==> src/rtl/mdu_pkg.sv <==
// Shared definitions for the iterative multiply/divide unit: op encodings and FSM states.
package mdu_pkg;

  localparam int unsigned OP_W = 3;

  localparam logic [OP_W-1:0] OP_MULTU = 3'b000;
  localparam logic [OP_W-1:0] OP_MULT  = 3'b001;
  localparam logic [OP_W-1:0] OP_DIVU  = 3'b010;
  localparam logic [OP_W-1:0] OP_DIV   = 3'b011;
  localparam logic [OP_W-1:0] OP_MTHI  = 3'b100;
  localparam logic [OP_W-1:0] OP_MTLO  = 3'b101;

  typedef enum logic [1:0] {
    IDLE = 2'd0,
    RUN  = 2'd1,
    FIX  = 2'd2
  } state_t;

endpackage

==> src/rtl/mdu_iter.sv <==
// Single iteration of the mdu datapath: one shift-add multiply step or one
// restoring shift-subtract divide step on magnitudes.
module mdu_iter #(
  parameter int unsigned WIDTH = 32
) (
  input  logic [2*WIDTH-1:0] acc,
  input  logic [WIDTH-1:0]   opnd,
  input  logic               is_div,
  output logic [2*WIDTH-1:0] acc_next,
  output logic               q_bit
);

  localparam int unsigned W1 = WIDTH + 1;

  logic [WIDTH:0] sum;
  logic [WIDTH:0] partial;
  logic [WIDTH:0] diff;

  // Multiply: add multiplicand into the upper half when the low bit is set, then shift right.
  // Divide: shift remainder left, trial-subtract divisor; quotient bit is returned separately
  // and the low bit of acc_next is left zero for the caller to fill.
  always_comb begin
    sum      = {1'b0, acc[2*WIDTH-1:WIDTH]} + (acc[0] ? {1'b0, opnd} : W1'(0));
    partial  = acc[2*WIDTH-1:WIDTH-1];
    diff     = partial - {1'b0, opnd};
    q_bit    = 1'b0;
    acc_next = {sum, acc[WIDTH-1:1]};
    if (is_div) begin
      q_bit    = ~diff[WIDTH];
      acc_next = {(diff[WIDTH] ? partial[WIDTH-1:0] : diff[WIDTH-1:0]), acc[WIDTH-2:0], 1'b0};
    end
  end

endmodule

==> src/rtl/mdu.sv <==
// Iterative multiply/divide unit with HI/LO registers and a start/busy/done handshake.
module mdu
  import mdu_pkg::*;
#(
  parameter int unsigned WIDTH = 32
) (
  input  logic             clk,
  input  logic             rst_n,
  input  logic             start,
  input  logic [2:0]       op,
  input  logic [WIDTH-1:0] a,
  input  logic [WIDTH-1:0] b,
  output logic             busy,
  output logic             done,
  output logic [WIDTH-1:0] hi,
  output logic [WIDTH-1:0] lo
);

  localparam int unsigned W2 = 2 * WIDTH;
  localparam int unsigned CW = $clog2(WIDTH + 1);

  state_t          state, state_d;
  logic [CW-1:0]   cnt, cnt_d;
  logic [W2-1:0]   acc, acc_d;
  logic [WIDTH-1:0] opnd, opnd_d;
  logic [WIDTH-1:0] a_raw, a_raw_d;
  logic            is_div, is_div_d;
  logic            neg_q, neg_q_d;
  logic            neg_r, neg_r_d;
  logic            b_zero, b_zero_d;
  logic [WIDTH-1:0] hi_d, lo_d;
  logic            busy_d, done_d;

  logic [W2-1:0]   iter_acc;
  logic            iter_q;
  logic            sgn_op, a_neg, b_neg;
  logic [WIDTH-1:0] mag_a, mag_b;
  logic [W2-1:0]   prod;
  logic [WIDTH-1:0] quo, rem;

  mdu_iter #(.WIDTH(WIDTH)) u_iter (
    .acc      (acc),
    .opnd     (opnd),
    .is_div   (is_div),
    .acc_next (iter_acc),
    .q_bit    (iter_q)
  );

  // Operand magnitudes and signs for the incoming request.
  always_comb begin
    sgn_op = (op == OP_MULT) || (op == OP_DIV);
    a_neg  = sgn_op & a[WIDTH-1];
    b_neg  = sgn_op & b[WIDTH-1];
    mag_a  = a_neg ? (~a + WIDTH'(1)) : a;
    mag_b  = b_neg ? (~b + WIDTH'(1)) : b;
  end

  // Sign correction of the unsigned result held in the accumulator.
  always_comb begin
    prod = neg_q ? (~acc + W2'(1)) : acc;
    quo  = neg_q ? (~acc[WIDTH-1:0] + WIDTH'(1)) : acc[WIDTH-1:0];
    rem  = neg_r ? (~acc[W2-1:WIDTH] + WIDTH'(1)) : acc[W2-1:WIDTH];
  end

  // Next-state and next-register values.
  always_comb begin
    state_d  = state;
    cnt_d    = cnt;
    acc_d    = acc;
    opnd_d   = opnd;
    a_raw_d  = a_raw;
    is_div_d = is_div;
    neg_q_d  = neg_q;
    neg_r_d  = neg_r;
    b_zero_d = b_zero;
    hi_d     = hi;
    lo_d     = lo;
    done_d   = 1'b0;

    unique case (state)
      IDLE: begin
        if (start) begin
          case (op)
            OP_MULTU, OP_MULT: begin
              state_d  = RUN;
              cnt_d    = '0;
              is_div_d = 1'b0;
              opnd_d   = mag_a;
              acc_d    = {{WIDTH{1'b0}}, mag_b};
              neg_q_d  = a_neg ^ b_neg;
              neg_r_d  = 1'b0;
              b_zero_d = 1'b0;
              a_raw_d  = a;
            end
            OP_DIVU, OP_DIV: begin
              state_d  = RUN;
              cnt_d    = '0;
              is_div_d = 1'b1;
              opnd_d   = mag_b;
              acc_d    = {{WIDTH{1'b0}}, mag_a};
              neg_q_d  = a_neg ^ b_neg;
              neg_r_d  = a_neg;
              b_zero_d = (b == '0);
              a_raw_d  = a;
            end
            OP_MTHI: hi_d = a;
            OP_MTLO: lo_d = a;
            default: ;
          endcase
        end
      end
      RUN: begin
        acc_d = iter_acc | W2'(iter_q);
        cnt_d = cnt + CW'(1);
        if (cnt == CW'(WIDTH - 1)) begin
          state_d = FIX;
        end
      end
      FIX: begin
        state_d = IDLE;
        done_d  = 1'b1;
        if (!is_div) begin
          hi_d = prod[W2-1:WIDTH];
          lo_d = prod[WIDTH-1:0];
        end else if (b_zero) begin
          hi_d = a_raw;
          lo_d = '1;
        end else begin
          hi_d = rem;
          lo_d = quo;
        end
      end
      default: state_d = IDLE;
    endcase

    busy_d = (state_d != IDLE);
  end

  // State and datapath registers; reset discards any in-flight operation.
  always_ff @(posedge clk) begin
    if (!rst_n) begin
      state  <= IDLE;
      cnt    <= '0;
      acc    <= '0;
      opnd   <= '0;
      a_raw  <= '0;
      is_div <= 1'b0;
      neg_q  <= 1'b0;
      neg_r  <= 1'b0;
      b_zero <= 1'b0;
      hi     <= '0;
      lo     <= '0;
      busy   <= 1'b0;
      done   <= 1'b0;
    end else begin
      state  <= state_d;
      cnt    <= cnt_d;
      acc    <= acc_d;
      opnd   <= opnd_d;
      a_raw  <= a_raw_d;
      is_div <= is_div_d;
      neg_q  <= neg_q_d;
      neg_r  <= neg_r_d;
      b_zero <= b_zero_d;
      hi     <= hi_d;
      lo     <= lo_d;
      busy   <= busy_d;
      done   <= done_d;
    end
  end

endmodule
==> config.mk <==
export PLATFORM = sky130hd
export DESIGN_NAME = mdu
export DESIGN_NICKNAME = d
export VERILOG_FILES = /design/src/rtl/mdu_pkg.sv /design/src/rtl/mdu_iter.sv /design/src/rtl/mdu.sv
export SDC_FILE = /design/constraint.sdc
export NUM_CORES = 1
export LEC_CHECK = 0
export ABC_AREA = 1
export BUFFER_PORTS_ARGS = -buffer_cell sky130_fd_sc_hd__buf_2
export CAP_MARGIN = 40
export CORE_MARGIN = 3
export CORE_UTILIZATION = 40
export DETAILED_ROUTE_END_ITERATION = 6
export GPL_TIMING_DRIVEN = 0
export HOLD_SLACK_MARGIN = 0.12
export SLEW_MARGIN = 20
export SYNTH_ARGS = -nofsm -noshare
export SYNTH_HDL_FRONTEND = slang
export SYNTH_HIERARCHICAL = 1
export SYNTH_SLANG_ARGS = --single-unit
==> constraint.sdc <==
create_clock -name clk -period 3 [get_ports clk]
set_clock_uncertainty 0.1 [all_clocks]
set_input_delay 0.9 -clock clk [delete_from_list [all_inputs] [get_ports clk]]
set_output_delay 0.9 -clock clk [all_outputs]
set_load 0.01 [all_outputs]
* After elaboration in Yosys (flattened, before gate mapping)
Index checks and enable logic that the tools add are counted.
** Word-level totals
- Flip-flop bits (word level) :: 206
- Input port bits :: 70
- Output and inout port bits :: 66
- Word-level logic and storage cells :: 95
** Operators by class
- $add $sub $neg :: 8
- Equal/unequal tests :: 13
- Mux-type cells :: 34
- Bitwise logic cells :: 10
- Reductions and logical operators :: 17
** Operators with widths (number)
- 32-bit 2-to-1 mux :: 14
- 64-bit one-hot mux with 2 select lines :: 2
- 64-bit 2-to-1 mux :: 3
- 32-bit one-hot mux with 2 select lines :: 3
- 32-bit by 1-bit adder with 32-bit output, second input constant :: 4
- 32-bit inverter :: 4
- 64-bit by 1-bit adder with 64-bit output, second input constant :: 1
- 64-bit inverter :: 1
- 64-bit by 1-bit OR with 64-bit output :: 1
- 32-bit by 33-bit adder with 33-bit output :: 1
- 33-bit by 32-bit subtractor with 33-bit output :: 1
- 32-bit zero test :: 1
- 3-bit AND reduction :: 6
- 6-bit 2-to-1 mux :: 2
- 6-bit one-hot mux with 2 select lines :: 1
- 2-bit nonzero test :: 4
- 6-bit by 1-bit adder with 6-bit output, second input constant :: 1
- 3-bit by 2-bit == test with 1-bit output, second input constant :: 2
- 3-bit == test, second input constant :: 2
- 6-bit by 5-bit == test with 1-bit output, second input constant :: 1
- 2-bit 2-to-1 mux :: 3
- 1-bit one-hot mux with 2 select lines :: 3
- 2-bit by 1-bit != test with 1-bit output, second input constant :: 2
- 2-bit != test, second input constant :: 2
- other kinds (14) :: 17

* Depth between registers and ports, before layout
Gate-level depths: netlist (run 1).
- Depth after elaboration :: 7
- Depth in mapped cells :: 20

* Hierarchy
The synthesis (run 1) kept the hierarchy.
** By module, submodules not included
- mdu :: instances 1, cells each 2381, area an instance 13890.8 um2
- mdu_iter :: instances 1, cells each 1307, area an instance 6342.3 um2

* Worst setup path before layout (run 1)
OpenSTA, ideal clock, no wires.
- Kind :: register -> register
- From :: reg acc[0]
- To :: reg acc[43]
- Library setup time :: 0.132 ns
- Arrival :: 2.411 ns
- Data required time :: 2.768 ns
- Path slack :: 0.357 ns
- Cell stages (with the launch flop) :: 18
- Path buffers :: 2
- Period minus slack after synthesis :: 2.643 ns
- Path through :: dfxtp_1 -> clkbuf_1 -> clkbuf_1 -> nand2_1 -> inv_1 -> ha_1 -> fa_1 -> nand3_1 -> nand2_1 -> nand2_1 -> o211ai_1 -> nand2_1 -> nand2_1 -> or2_2 -> nand3_1 -> nand2_1 -> nand2_1 -> a21oi_1
** On the way
- Longest elaborated chain between the ends :: 5
** RTL lines
- start: declaration :: RTL line mdu.sv:24 : logic [W2-1:0] acc, acc_d;
- start signal: assignment :: RTL line mdu.sv:144 : acc <= '0;
- start signal: assignment :: RTL line mdu.sv:158 : acc <= acc_d;
- 32-bit 2-to-1 mux :: RTL line mdu_iter.sv:23 : sum = {1'b0, acc[2*WIDTH-1:WIDTH]} + (acc[0] ? {1'b0, opnd} : W1'(0));
- 32-bit by 33-bit adder with 33-bit output :: RTL line mdu_iter.sv:23
- 64-bit 2-to-1 mux :: RTL line mdu_iter.sv:28 : if (is_div) begin
- net iter_acc[43] :: RTL line mdu.sv:34 : logic [W2-1:0] iter_acc;
- 64-bit by 1-bit OR with 64-bit output :: RTL line mdu.sv:113 : acc_d = iter_acc | W2'(iter_q);
- 64-bit one-hot mux with 2 select lines :: RTL line mdu.sv:80 : unique case (state)
The timed path passes the listed nets, and every way through them passes these cells.
A chain may end at the register's enable or synchronous reset.

* Final worst setup path (run 1)
- From :: reg acc[32]
- To :: reg hi[18]
** On the way
- Longest elaborated chain between the ends :: 6
- Elaborated cells between the ends (all ways) :: 9
** RTL lines
- 32-bit inverter :: RTL line mdu.sv:62 : rem = neg_r ? (~acc[W2-1:WIDTH] + WIDTH'(1)) : acc[W2-1:WIDTH];
- 32-bit by 1-bit adder with 32-bit output :: RTL line mdu.sv:62
- 32-bit 2-to-1 mux :: RTL line mdu.sv:62
- 32-bit 2-to-1 mux :: RTL line mdu.sv:125 : end else if (b_zero) begin
- 32-bit 2-to-1 mux (*) :: RTL line mdu.sv:122 : if (!is_div) begin
- 32-bit one-hot mux with 2 select lines (*) :: RTL line mdu.sv:80
- end signal: assignment :: RTL line mdu.sv:165 : hi <= hi_d;
- end: declaration :: RTL line mdu.sv:15 : output logic [WIDTH-1:0] hi,
Every way passes the cells marked *; elsewhere a longest branch is shown, timed or not.

==> results of run 1 <==
[worst register-to-register path, delay by kind of cell, from the launching register on]
family	cells	cell delay (ns)
and+or+nand+nor	7	1.07
buffers and inverters	3	0.58
AOI/OAI and AO/OA	2	0.41
DFF	1	0.36
adders and majority gates	1	0.35
[sequential cells by signal, indices dropped and copies added (netlist names)]
name / count
neg_q: 1
acc: 64
done: 1
opnd: 32
state: 2
a_raw: 32
hi: 32
neg_r: 1
lo: 32
busy: 1
is_div: 1
cnt: 6
b_zero: 1
[area by class of cell]
cell class	count	area [um^2]	share of cell area [%]
antenna	1	2.50	0.0109
buffer	143	646	2.81
clock buffer	33	686	2.99
clock inverter	11	128	0.556
inverter	443	1660	7.24
multi-input combinational	2896	14000	61.1
sequential	206	4150	18.1
tap	664	831	3.62
timing repair buffer	153	820	3.57
[how the worst max path moves through the flow]
stage	from	endpoint	depth (start not counted)
global route	acc[0]$_SDFFE_PN0P_	acc[43]$_SDFFE_PN0P_	17
floorplan	acc[0]$_SDFFE_PN0P_	acc[43]$_SDFFE_PN0P_	17
finish	acc[32]$_SDFFE_PN0P_	hi[18]$_SDFFE_PN0P_	13
CTS	acc[31]$_SDFFE_PN0P_	acc[46]$_SDFFE_PN0P_	20
detailed placement	acc[0]$_SDFFE_PN0P_	acc[59]$_SDFFE_PN0P_	18
global placement	acc[0]$_SDFFE_PN0P_	acc[59]$_SDFFE_PN0P_	18
[per-layer routing]
metal / part of all wire, % / global-route usage (%)
met4: 4.2 / 12.2
met3: 10 / 7.69
met2: 42 / 54.3
met1: 43 / 49.1
met5: 0.013 / 0
[cell usage in the layout (no fill, tap or decap), types with 25 or more instances in the layout]
cell type     n
nor2_1      462
inv_1       432
a21oi_1     275
nand3_1     289
buf_2       152
ha_1         62
o21ai_0     256
nand2_1    1166
nand4_1      38
clkbuf_1    107
dfxtp_1     186
clkbuf_16    25
xor2_1       55
nand2_2      29
[logic make-up (layout without fill, tap and decap cells)]
| kind of cell | count (synthesis) | count (layout) | share of synthesized area, % |
|---|---|---|---|
| AO/OA/AOI/OAI | 655 | 655 | 17.5 |
| AND/OR/NAND/NOR | 2101 | 2101 | 43.3 |
| XOR/XNOR | 69 | 69 | 3.02 |
| flip-flops | 206 | 206 | 20.4 |
| other | 0 | 1 | 0 |
| buffers and inverters | 586 | 783 | 11.3 |
| adder cells (fa/ha/maj) | 71 | 71 | 4.46 |
[where the power goes]
part	leakage, nW	internal [W]	switching [W]
Clock	0.405	0.00179	0.00132
Sequential	1.69	0.00289	0.000237
Combinational	9.61	0.000911	0.00219
Total	11.7	0.00559	0.00374
[per-stage QoR]
step | TNS [ns] | hold WS (ns) | area [um^2]
2_1_floorplan | 0 | 0.330 | 20200
3_3_place_gp | -21.14 | 0.346 | 21700
6_report | 0 | 0.378 | 23000
4_1_cts | 0 | 0.371 | 22600
5_1_grt | -0.0444 | 0.387 | 23000
3_5_place_dp | -14.90 | 0.364 | 21800
[repair_timing]
item,4_1_cts,5_1_grt
setup buffers,1,11
pin swaps,0,10
resized for setup,19,79
endpoints found under the setup margin,30,38
==> summary.md, run 1 <==
| Metric | Value |
|---|---|
| Status | finished, final reports clean |
| CTS max path bufs | 3 |
| Final GP Congestion | ~1 |
| Clk sinks | between 200 and 250 |
| Hpwl dp | 81,200 um |
| First-pass GRT wire length | between 100,000 and 150,000 um |
| Via count | approximately 25,000 |
| Synth Flop Type | dfxtp_1 |
| Largest net degree at the start of global routing | 14 |
| CP endpoint kind | flip-flop |
| Cell variety after synth | 55 |
| Clk slew on worst S/H paths | approximately 0.06 ns |
| Share of cells above drive strength 1 | just under 10% |
| Final Util | about 46% |
| Cell taking the most area after synthesis | nand2_1 |
| GRT overflow | 0 |
| Avg Cell Area, Syn | between 5 and 6 um^2 |
| Final period util | between 90 and 100% |
| Slowest stage cell, crit path | nor2_1 |
| Worst hold path cell count | 2 |
| Max-Cap Viols | 0 |
| Commonest cells post-synth | nand2_1 (1,174), nor2_1 (468), inv_1 (432) |
| Fin crit period | slightly below 3 ns |
| Kind of critical path | flip-flop to flip-flop |
| Reg-to-reg setup timing slack | 0.08 ns |
| Vias/cell | about 5.5 |
| Dpl ws | -0.842 ns |
| Gate Count Post-Synth | ~3,700 |
| IO Pins | approximately 140 |
| Gr usage total | approximately 35% |
| Final cell count without fillers | ~4,600 |
| Area Growth Syn to Fin | 13.5% |
| CP max stage delay | roughly 0.45 ns |
| CP Buf/Inv Count | 3 |
| Syn Nets | ~3,800 |
| Worst slew pin tran | between 0.9 and 1 ns |
| Initial antenna violation count | 3 |
| Total wire length | 97,900 um |
| Die area | ~0.053 mm^2 |
| Worst Slack Setup Final | roughly 0.079 ns |
| FF+latch count, synth | slightly above 200 |
| HP Class | flip-flop to flip-flop |
| Leak | roughly 12 nW |
| Wirelength per Cell | roughly 22 um |
| Leading cell type by number of instances after synthesis | nand2_1 |
| Sequential cell area fraction in the yosys report | between 20 and 25% |
| Port Buffers | around 140 |
| Synth top area share | a little over a fifth |
| CP top delay family | simple AND/OR/NAND/NOR gates |
| PwrDens | approximately 400 mW/mm^2 |
| FMAX | between 0.3 and 0.4 GHz |
| Synth Cell Area | 0.0202 mm^2 |
| Die H | around 230 um |
| Worst vdd rail ir drop | approximately 0.44 mV |
| Cells along the critical path | buf_2 > inv_1 > ha_1 > nand2_1 > nor2_1 > inv_1 > o21ai_0 > nand2_1 > nand2_1 > nand3_1 > nand2_1 > nand2_1 > a21oi_1 |
| Synth warnings | 6 |
| CTS tree | yes |
| Critical Path Most Common Cell | nand2_1 |
| Async SR Flop Fraction | 0% |
| CP Max Fanout | 9 |
| Rel. slew slack | about 38% |
| Post-synth EDFFs | 0 |
| CP Data Required Time | approximately 3.4 ns |
| Final Power | 0.00933 W |
| Number of hold buffers added after cts | 0 |
| Final hold vios | 0 |
| Clock root buffer master | clkbuf_16 |
| Post-route ant nets | 0 |
| RR Endpoint | hi[18]$_SDFFE_PN0P_ |
| Cell row count | just over 80 |
| Pins Over Slew Limit | 0 |
| Drt first pass iters | 6 |
| Path depth of the worst reg2reg path | 13 |
| Starting density of the core | between 40% and 50% |
| Min-Delay Endpoint | a_raw[25]$_SDFFE_PN0P_ |
| Worst EP arrival | 3.33 ns |
| Die X | about 230 um |
| Initial DRC count | 3,119 |
| Startpoint types | flip-flop |
| Hold wc startpoint | a_raw[25]$_SDFFE_PN0P_ |
| Post-route DRC | 0 |
| H-tree depth | 1 |
| Reg2reg start | acc[32]$_SDFFE_PN0P_ |
| Synth area leaders | nand2_1 (22%), dfxtp_1 (20%), nor2_1 (8.7%), inv_1 (8.0%), nand3_1 (7.3%) |
| Placed Cells | 4,490 |
| Core outline area | a little under 0.05 mm^2 |
| Number of global-route vias before repair | around 23,000 |
| Layout Nets | between 4,000 and 5,000 |
| Worst-Skew Late Latency | 0.58 ns |
| Num CTS Buffers | 25 |
| Final setup fails | 0 |
| Fillers | 5,689 |
No activity file was read; power rests on OpenSTA's default activity.
==> run 2, diff against run 1 <==
==> constraint.sdc (replaced) <==
create_clock -name clk -period 2.8 [get_ports clk]
set_clock_uncertainty 0.1 [all_clocks]
set_input_delay 0.84 -clock clk [delete_from_list [all_inputs] [get_ports clk]]
set_output_delay 0.84 -clock clk [all_outputs]
set_load 0.01 [all_outputs]
==> summary.md, run 2 (synthesized netlist as in run 1, its figures left out) <==
| Metric | Value |
|---|---|
| IO Pins | 136 (unchanged) |
| Die area | 0.0533 mm^2 (unchanged) |
| Port Buffers | 135 (unchanged) |
| Die X | 231 um (unchanged) |
| Area Growth Syn to Fin | 17.2% |
| Clk sinks | 206 (unchanged) |
| Placed Cells | 4,490 (unchanged) |
| Number of hold buffers added after cts | 0 (unchanged) |
| Min-Delay Endpoint | a_raw[28]$_SDFFE_PN0P_ |
| Reg with most FFs | acc |
| HP Class | flip-flop to flip-flop |
| H-tree depth | 1 (unchanged) |
| FMAX | 0.360 GHz (+5.3%) |
| Share of cells above drive strength 1 | 13.2% (+3.4 points) |
| Gr usage total | 35.5% (+0.13 points) |
| Final period util | 99.1% (+1.7 points) |
| CP Data Required Time | 3.14 ns (-0.26 ns) |
| Layout Nets | 4,026 (+0.42%) |
| Most common cell after layout, fill and taps aside | nand2_1 |
| CTS max path bufs | 3 (unchanged) |
| Reg-to-reg setup timing slack | 0.03 ns (-0.05 ns) |
| Via count | 25,400 (+0.70%) |
| Core outline area | 0.0495 mm^2 (unchanged) |
| Path depth of the worst reg2reg path | 8 (-5) |
| Kind of critical path | flip-flop to flip-flop |
| Worst Slack Setup Final | 0.0258 ns (-0.0529 ns) |
| CTS tree | yes |
| Cell row count | 81 (unchanged) |
| Reg area | 0.00423 mm^2 (+1.8%) |
| Reg2reg start | state[0]$_SDFF_PN0_ |
| Hpwl dp | 81,200 um (unchanged) |
| Hold wc startpoint | a_raw[28]$_SDFFE_PN0P_ |
| Wirelength per Cell | 21.6 um (+0.24%) |
| RR Endpoint | hi[10]$_SDFFE_PN0P_ |
| Initial antenna violation count | 3 (unchanged) |
| First-pass GRT wire length | 143,000 um (+0.40%) |
| Num CTS Buffers | 25 (unchanged) |
| Vias/cell | 5.57 (+0.30%) |
| Leak | 11.8 nW (+0.80%) |
| CP Max Fanout | 10 (+1) |
| Setup TNS | 0 ns (unchanged) |
| Final hold vios | 0 (unchanged) |
| Dpl ws | -1.04 ns (-0.200 ns) |
| Worst hold path cell count | 2 (unchanged) |
| Multi-input gate area | 0.0145 mm^2 (+3.4%) |
| Final cell count without fillers | 4,568 (+0.40%) |
| Clock root buffer master | clkbuf_16 |
| Largest net degree at the start of global routing | 14 (unchanged) |
| Post-route DRC | 0 (unchanged) |
| Worst-Skew Late Latency | 0.58 ns (about the same) |
| Max-Cap Viols | 0 (unchanged) |
| Total wire length | 98,500 um (+0.63%) |
| Worst vdd rail ir drop | 0.473 mV (+6.9%) |
| RSZ-0062 raised after global routing | true |
| WHS | 0.378 ns (-0.000406 ns) |
| Final setup fails | 0 (unchanged) |
| Max reg flops | 64 (unchanged) |
| Status | finished, final reports clean |
| PwrDens | 430 mW/mm^2 (+5.8%) |
| Fillers | 5,601 (-1.5%) |
| Rel. slew slack | 36.3% (-1.7 points) |
| Worst slew pin tran | 0.956 ns (+0.0256 ns) |
| Clk slew on worst S/H paths | 0.06 ns (about the same) |
| Final GP Congestion | 1.00 (unchanged) |
| Die H | 231 um (unchanged) |
| CP endpoint kind | flip-flop |
| Startpoint types | flip-flop |
| Pins Over Slew Limit | 0 (unchanged) |
| Drt first pass iters | 6 (unchanged) |
| Starting density of the core | 40.9% (unchanged) |
| Post-DP Area | 0.0218 mm^2 (unchanged) |
| Fin crit period | 2.77 ns (-0.147 ns) |
| Finished layout cell area | 0.0237 mm^2 (+3.2%) |
| Post-route ant nets | 0 (unchanged) |
| GRT overflow | 0 (unchanged) |
| Most frequent cells in the layout | nand2_1 (1,150), nor2_1 (443), inv_1 (429) |
| Initial DRC count | 2,668 (-14%) |
| Number of global-route vias before repair | 23,200 (+0.79%) |
| Worst EP arrival | 3.12 ns (-0.21 ns) |
[run 2: worst max-delay path, cell delays in order, from the launching register on]
cell and delay (ns):
dfxtp_1 0.34, inv_1 0.11, nand2_1 0.53, a21oi_1 0.47, buf_4 0.25, inv_1 0.13
clkbuf_1 0.25, nor2_1 0.33, a21oi_1 0.12
[run 2: cell type report]
class	instances	share of cell area (%)
diodes	2	0.0211
plain buffers	143	2.85
clock buffers	33	2.89
clock inverters	11	0.538
inverters	443	7.02
multi-input cells	2897	61.2
flip-flops and latches	206	17.8
well taps	664	3.50
repair buffers	169	4.10
[run 2: worst max-delay path by stage]
stage,slack (ns),endpoint,start,cells past startpoint
2_1_floorplan,0.16,acc[43]$_SDFFE_PN0P_,acc[0]$_SDFFE_PN0P_,17
3_3_place_gp,-0.98,acc[59]$_SDFFE_PN0P_,acc[0]$_SDFFE_PN0P_,18
3_5_place_dp,-1.04,acc[59]$_SDFFE_PN0P_,acc[0]$_SDFFE_PN0P_,18
4_1_cts,0.0003,acc[56]$_SDFFE_PN0P_,acc[60]$_SDFFE_PN0P_,17
5_1_grt,-0.07,acc[59]$_SDFFE_PN0P_,acc[0]$_SDFFE_PN0P_,15
6_report,0.03,hi[10]$_SDFFE_PN0P_,state[0]$_SDFF_PN0_,8
[run 2: stage by stage]
| stage | util (%) | total power [W] |
|---|---|---|
| 6_report | 47.9 | 0.0102 |
| 5_1_grt | 47.9 | 0.0107 |
| 4_1_cts | 46.2 | 0.00989 |
| 3_5_place_dp | 44.0 | 0.00655 |
| 3_3_place_gp | 44.0 | 0.00655 |
| 2_1_floorplan | - | 0.00541 |
[run 2: routing by layer]
metal  share of wire (%)  up-vias  global-route usage [%]
met1                  43    11700                    49.0
met3                  11      213                    8.01
met4                 4.2        0                    12.6
met5                   0        -                       0
met2                  42     1296                    54.4
li1                    -    12300                       -
[run 2: power breakdown]
part | leakage [nW] | internal (W) | switching, W
combinational | 9.68 | 0.00109 | 0.00243
clock | 0.405 | 0.00191 | 0.00142
sequential | 1.71 | 0.00310 | 0.000254
total | 11.8 | 0.00610 | 0.00410
[run 2: what timing repair did]
item	in CTS	in global routing
cloned	1	2
endpoints found under the setup margin	35	50
gates resized for setup	64	201
setup buffers	10	16
pin swaps	8	29
